[src/rtl/ram_lookup_rd.sv]
// Read-side lookup engine for the match/action RAM: issues reads, realigns tags with doutb,
// and buffers results in a credit-guarded FWFT FIFO. Define RAM_LOOKUP_WR_FWD_EN for write forwarding.
module ram_lookup_rd #(
    parameter int ADDR_BITS  = 4,
    parameter int DATA_BITS  = 625,
    parameter int TAG_BITS   = 8,
    parameter int RD_LAT     = 1,
    parameter int FIFO_DEPTH = 4
) (
    input  logic                 clk,
    input  logic                 rst,
    input  logic                 req_valid,
    output logic                 req_ready,
    input  logic [ADDR_BITS-1:0] req_addr,
    input  logic [TAG_BITS-1:0]  req_tag,
    output logic [ADDR_BITS-1:0] addrb,
    output logic                 enb,
    input  logic [DATA_BITS-1:0] doutb,
    input  logic [ADDR_BITS-1:0] wr_addr,
    input  logic                 wr_en,
    input  logic [DATA_BITS-1:0] wr_data,
    output logic                 resp_valid,
    input  logic                 resp_ready,
    output logic [DATA_BITS-1:0] resp_data,
    output logic [TAG_BITS-1:0]  resp_tag,
    output logic [31:0]          rd_count
);

    localparam int PTR_W = (FIFO_DEPTH > 1) ? $clog2(FIFO_DEPTH) : 1;
    localparam int CNT_W = $clog2(FIFO_DEPTH) + 1;
    localparam int CRD_W = CNT_W + 4;
    localparam int ENT_W = DATA_BITS + TAG_BITS;

    logic                 accept;
    logic [CRD_W-1:0]     inflight;

    logic [RD_LAT-1:0]    vld_q, vld_d;
    logic [TAG_BITS-1:0]  tag_q [RD_LAT];
    logic [TAG_BITS-1:0]  tag_d [RD_LAT];

    logic [ADDR_BITS-1:0] addrb_q, addrb_d;
    logic [31:0]          rd_count_q, rd_count_d;

    logic [ENT_W-1:0]     fifo_mem_q [FIFO_DEPTH];
    logic [ENT_W-1:0]     fifo_mem_d [FIFO_DEPTH];
    logic [PTR_W-1:0]     wptr_q, wptr_d;
    logic [PTR_W-1:0]     rptr_q, rptr_d;
    logic [CNT_W-1:0]     fifo_count_q, fifo_count_d;

    logic                 push;
    logic                 pop;
    logic [DATA_BITS-1:0] cap_data;

`ifdef RAM_LOOKUP_WR_FWD_EN
    logic [ADDR_BITS-1:0] addr_q [RD_LAT];
    logic [ADDR_BITS-1:0] addr_d [RD_LAT];
    logic [RD_LAT-1:0]    fwd_q, fwd_d;
    logic [DATA_BITS-1:0] fwd_data_q [RD_LAT];
    logic [DATA_BITS-1:0] fwd_data_d [RD_LAT];
`else
    logic                 unused_wr_snoop;
    assign unused_wr_snoop = ^{wr_addr, wr_en, wr_data};
`endif

    // Credits: every in-flight read and every buffered result owns one FIFO slot.
    always_comb begin
        inflight = '0;
        for (int i = 0; i < RD_LAT; i++) begin
            inflight = inflight + CRD_W'(vld_q[i]);
        end
    end

    assign req_ready = !rst && ((inflight + CRD_W'(fifo_count_q)) < CRD_W'(FIFO_DEPTH));
    assign accept    = req_valid && req_ready;
    assign enb       = accept;
    assign addrb     = accept ? req_addr : addrb_q;
    assign rd_count  = rd_count_q;

    always_comb begin
        addrb_d    = addrb;
        rd_count_d = accept ? rd_count_q + 32'd1 : rd_count_q;
    end

    // Tag pipeline shifts every cycle; the last stage lines up with doutb.
    always_comb begin
        vld_d    = '0;
        vld_d[0] = accept;
        tag_d[0] = req_tag;
        for (int i = 1; i < RD_LAT; i++) begin
            vld_d[i] = vld_q[i-1];
            tag_d[i] = tag_q[i-1];
        end
    end

`ifdef RAM_LOOKUP_WR_FWD_EN
    always_comb begin
        fwd_d         = '0;
        addr_d[0]     = req_addr;
        fwd_d[0]      = wr_en && (wr_addr == req_addr);
        fwd_data_d[0] = wr_data;
        for (int i = 1; i < RD_LAT; i++) begin
            addr_d[i] = addr_q[i-1];
            if (wr_en && vld_q[i-1] && (wr_addr == addr_q[i-1])) begin
                fwd_d[i]      = 1'b1;
                fwd_data_d[i] = wr_data;
            end else begin
                fwd_d[i]      = fwd_q[i-1];
                fwd_data_d[i] = fwd_data_q[i-1];
            end
        end
    end

    // A write landing in the capture cycle is newer than anything already forwarded.
    always_comb begin
        cap_data = doutb;
        if (wr_en && (wr_addr == addr_q[RD_LAT-1])) begin
            cap_data = wr_data;
        end else if (fwd_q[RD_LAT-1]) begin
            cap_data = fwd_data_q[RD_LAT-1];
        end
    end
`else
    assign cap_data = doutb;
`endif

    assign push       = vld_q[RD_LAT-1];
    assign resp_valid = (fifo_count_q != '0);
    assign pop        = resp_valid && resp_ready;
    assign resp_data  = fifo_mem_q[rptr_q][ENT_W-1:TAG_BITS];
    assign resp_tag   = fifo_mem_q[rptr_q][TAG_BITS-1:0];

    always_comb begin
        fifo_mem_d   = fifo_mem_q;
        wptr_d       = wptr_q;
        rptr_d       = rptr_q;
        fifo_count_d = fifo_count_q;
        if (push) begin
            fifo_mem_d[wptr_q] = {cap_data, tag_q[RD_LAT-1]};
            wptr_d             = wptr_q + PTR_W'(1);
        end
        if (pop) begin
            rptr_d = rptr_q + PTR_W'(1);
        end
        case ({push, pop})
            2'b10:   fifo_count_d = fifo_count_q + CNT_W'(1);
            2'b01:   fifo_count_d = fifo_count_q - CNT_W'(1);
            default: fifo_count_d = fifo_count_q;
        endcase
    end

    // Control state: cleared on reset, which also discards every in-flight read.
    always_ff @(posedge clk) begin
        if (rst) begin
            vld_q        <= '0;
            addrb_q      <= '0;
            rd_count_q   <= '0;
            wptr_q       <= '0;
            rptr_q       <= '0;
            fifo_count_q <= '0;
        end else begin
            vld_q        <= vld_d;
            addrb_q      <= addrb_d;
            rd_count_q   <= rd_count_d;
            wptr_q       <= wptr_d;
            rptr_q       <= rptr_d;
            fifo_count_q <= fifo_count_d;
        end
    end

    // Datapath storage: qualified by the valids above, so no reset.
    always_ff @(posedge clk) begin
        tag_q      <= tag_d;
        fifo_mem_q <= fifo_mem_d;
`ifdef RAM_LOOKUP_WR_FWD_EN
        addr_q     <= addr_d;
        fwd_q      <= fwd_d;
        fwd_data_q <= fwd_data_d;
`endif
    end

endmodule

[config.mk]
export PLATFORM = sky130hd
export DESIGN_NAME = ram_lookup_rd
export DESIGN_NICKNAME = d
export VERILOG_FILES = /design/src/rtl/ram_lookup_rd.sv
export SDC_FILE = /design/constraint.sdc
export NUM_CORES = 2
export LEC_CHECK = 0
export ABC_AREA = 1
export BUFFER_PORTS_ARGS = -buffer_cell sky130_fd_sc_hd__buf_4
export CORE_AREA = 2 2 767 769
export CTS_BUF_LIST = sky130_fd_sc_hd__clkbuf_4
export DETAILED_ROUTE_END_ITERATION = 16
export DIE_AREA = 0 0 769 771
export PLACE_DENSITY_LB_ADDON = 0.3
export SLEW_MARGIN = 25
export SYNTH_ARGS = -nofsm -noshare
export SYNTH_HDL_FRONTEND = slang
export SYNTH_SLANG_ARGS = --single-unit
[constraint.sdc]
create_clock -name clk -period 20 [get_ports clk]
set_input_delay 3 -clock clk [delete_from_list [all_inputs] [get_ports clk]]
set_output_delay 3 -clock clk [all_outputs]
set_load 0.05 [all_outputs]
==> metrics.cfg <==
[layout]
utilization_pct = 21.2
num-fill-cells = 63033
nNetsFinal = 9500
layout-area-overhead-vs-synth_pct = 29.0
post_layout_nonfiller_instances = 16604
drive_gt1_share_pct = 29.5
post-route-cell-area_sq_mm = 0.124

[drt]
route.met3.wl_um = 25600
vias = 61743
vias_per_cell = 3.72
route.detailed.drc = 0
maxUsedRoutingLayer = met5
dr_pass1_iterations = 5
detail_route.wirelength_um = 326000
drt-met1-wl_um = 127000
count_of_nets_left_with_antenna_violations_after_detail_routing = 0
routed-wl-met2_um = 161000
detail_route.wl_per_cell_um = 19.6
dr.first_iter.drc_count = 3377

[die]
floorplan.core_area_sq_mm = 0.584
core.rowCount = 281
floorplan.initialDensity_pct = 16.4
die_width_um = 769
design.die.area_sq_mm = 0.593
io-pin-count = 1943
dieHeight_um = 771

[setup_path]
first_element_of_the_critical_path = rptr_q[0]
worst_ep_arrival_time_ps = 6530
regToRegSetupSlack_ps = 14300
critPathLaunchType = register
timing.critical_path.fanout_max = 171
timing_worst_setup_path_type = reg2out
critical_path_required_ps = 17000
critical_path_capture_point_type = output pin
timing.reg2reg.worst_path_depth = 8
critical_path.reg2reg.startpoint = wptr_q[0]

[place]
post-dp-hpwl_um = 208000
postPlaceCellArea_sq_mm = 0.114
input_output_buffers = 1312
gpl.final_weighted_congestion = 0.774
placed_cells = 15272

[pwr]
static-leakage-power_nw = 41.7
power_per_cell_area_mw_per_mm2 = 138
power.ir.vdd_worst_uv = 77.7

[global_routing]
wire_length_of_the_first_global_routing_pass_um = 448000
gr-total-overflow = 0
vias_in_the_first_global_route = 59423
grt_usage_pct = 10.3
grt_max_degree = 172
antenna_found_initial = 124

[synth]
yosys-top-cells-area = edfxtp_1 79%, o21ai_0 6.3%, nor2_1 5.2%, o22ai_1 4.1%, dfxtp_1 1.1%
sequential_area_share_after_synthesis_pct = 80.3
synth.cells.most_frequent = 2532 x edfxtp_1, 1330 x nor2_1, 1215 x o21ai_0, 633 x o22ai_1, 253 x clkbuf_1
ys_seq_elements = 2584
nets_in_the_synthesized_netlist = 7782
synth_area_leader_cell = edfxtp_1
syn_area_sq_mm = 0.0959
post_synth_inst_count = 6504
synth_warnings = 0
synthArstFlopShare_pct = 0
synth-edff-count = 2532
netlist-cell-type-count = 33
postSynth.topFlopCell = edfxtp_1
synthDominantCellAreaShare_pct = 79.3
synth_area_per_cell_sq_um = 14.7
synthMostInstantiatedCell = edfxtp_1

[timing]
actual_slew_at_the_worst_max_slew_pin_ps = 1090
finalHoldViolCount = 0
rsz0062_at_grt = false
final_min_period_over_clock_period_pct = 47.6
final-max-slew-violation-count = 0
min_period_ps = 9530
setup_violations_final = 0
timing.max_slew.rel_slack_pct = 27.6
fin_skew_ps = 148
fmaxAchievable_ghz = 0.105
setup-tns-final_ps = 0

[clock_network]
cts-resized-gates = 0
cts_root_buf = clkbuf_4
postCtsSetupBuffers = 0
tritoncts = built
clk_pin_slew_ps = 60
cts_buffers = 729
clock_insertion_delay_worst_skew_ps = 1580
cts_hold_buf = 0
clock-sinks = 2584
cts-root-to-sink-buffers = 4
cts.htree.levels = 6

[worst_hold_path]
hold_class = reg2reg
hold_path_depth = 0
worst_hold_startpoint = tag_q[1]

[flow_run]
drv_cap = 0

[status]
run_status = finished clean

==> area by class of cell <==
cell class              count  area [sq um]  share of cell area (%)
clock buffers            1083          8130                    6.57
diodes                     45           113                  0.0910
clock inverters           203          1260                    1.02
inverters                  67           305                   0.247
repair buffers           1415         10800                    8.71
well taps                7782          9740                    7.87
flip-flops and latches   2584         77100                    62.3
multi-input cells        3425         16300                    13.2
==> per-stage QoR <==
step	setup WS, ps	power (W)	hold WS (ps)
finish	10470	0.0171	468
global route	9830	0.0179	486
CTS	10000	0.0175	450
detailed placement	11900	0.0124	458
global placement	11910	0.0125	462
floorplan	6220	0.0103	438
==> critical path, cell delays in order (launching register included) <==
cell	delay (ps)
dfxtp_4	610
inv_16	510
buf_4	610
buf_12	490
buf_4	730
buf_4	850
o21ai_0	170
o22ai_1	200
buf_4	250
==> placed cells by master, fill, tap and decap left out, drive strengths merged, types with 6 or more instances in the layout <==
cell type	synthesis	final
a21oi	21	21
buf	169	1415
clkbuf	259	1083
clkinv	0	165
dfxtp	52	52
diode	0	45
edfxtp	2532	2532
ha	6	6
inv	67	96
nand2	94	94
nand3	24	24
nand4	7	7
nor2	1335	1335
o21ai	1281	1281
o22ai	633	633
==> kinds of logic (layout without fill, tap and decap cells) <==
logic type,Yosys count,count (layout),share of synthesized area (%)
XOR/XNOR,7,7,0.0639
AND/OR/NAND/NOR,1470,1470,5.85
adder cells (fa/ha/maj),7,7,0.0991
buffers and inverters,495,2768,2.67
other,0,45,0
AO/OA/AOI/OAI,1941,1941,11.0
flip-flops,2584,2584,80.3
==> path summary, 6_finish.rpt <==
path / endpoint
max: resp_data[333]
min: fifo_mem_q[634]
max reg2reg: fifo_mem_q[316]
min reg2reg: fifo_mem_q[634]
==> registers in the layout, indices dropped and copies added (netlist names) <==
name and flops:
fifo_mem_q 2532, rd_count 32, tag_q 8, addrb_q 4, fifo_count_q 3, rptr_q 2
wptr_q 2, push 1
==> routing by layer <==
| metal | vias to the layer above | global-route usage [%] |
|---|---|---|
| met5 | - | 0 |
| met4 | 74 | 4.14 |
| met3 | 728 | 3.82 |
| met2 | 1842 | 17.7 |
| met1 | 30537 | 11.6 |
| li1 | 28562 | - |
==> report_power, final <==
part           internal [W]  switching, W  leakage, nW  total, W
sequential          0.00620     0.0000676         23.4   0.00627
combinational       0.00137       0.00459         12.7   0.00596
clock               0.00255       0.00236         5.57   0.00491
Power figures use the tool's default switching activity.
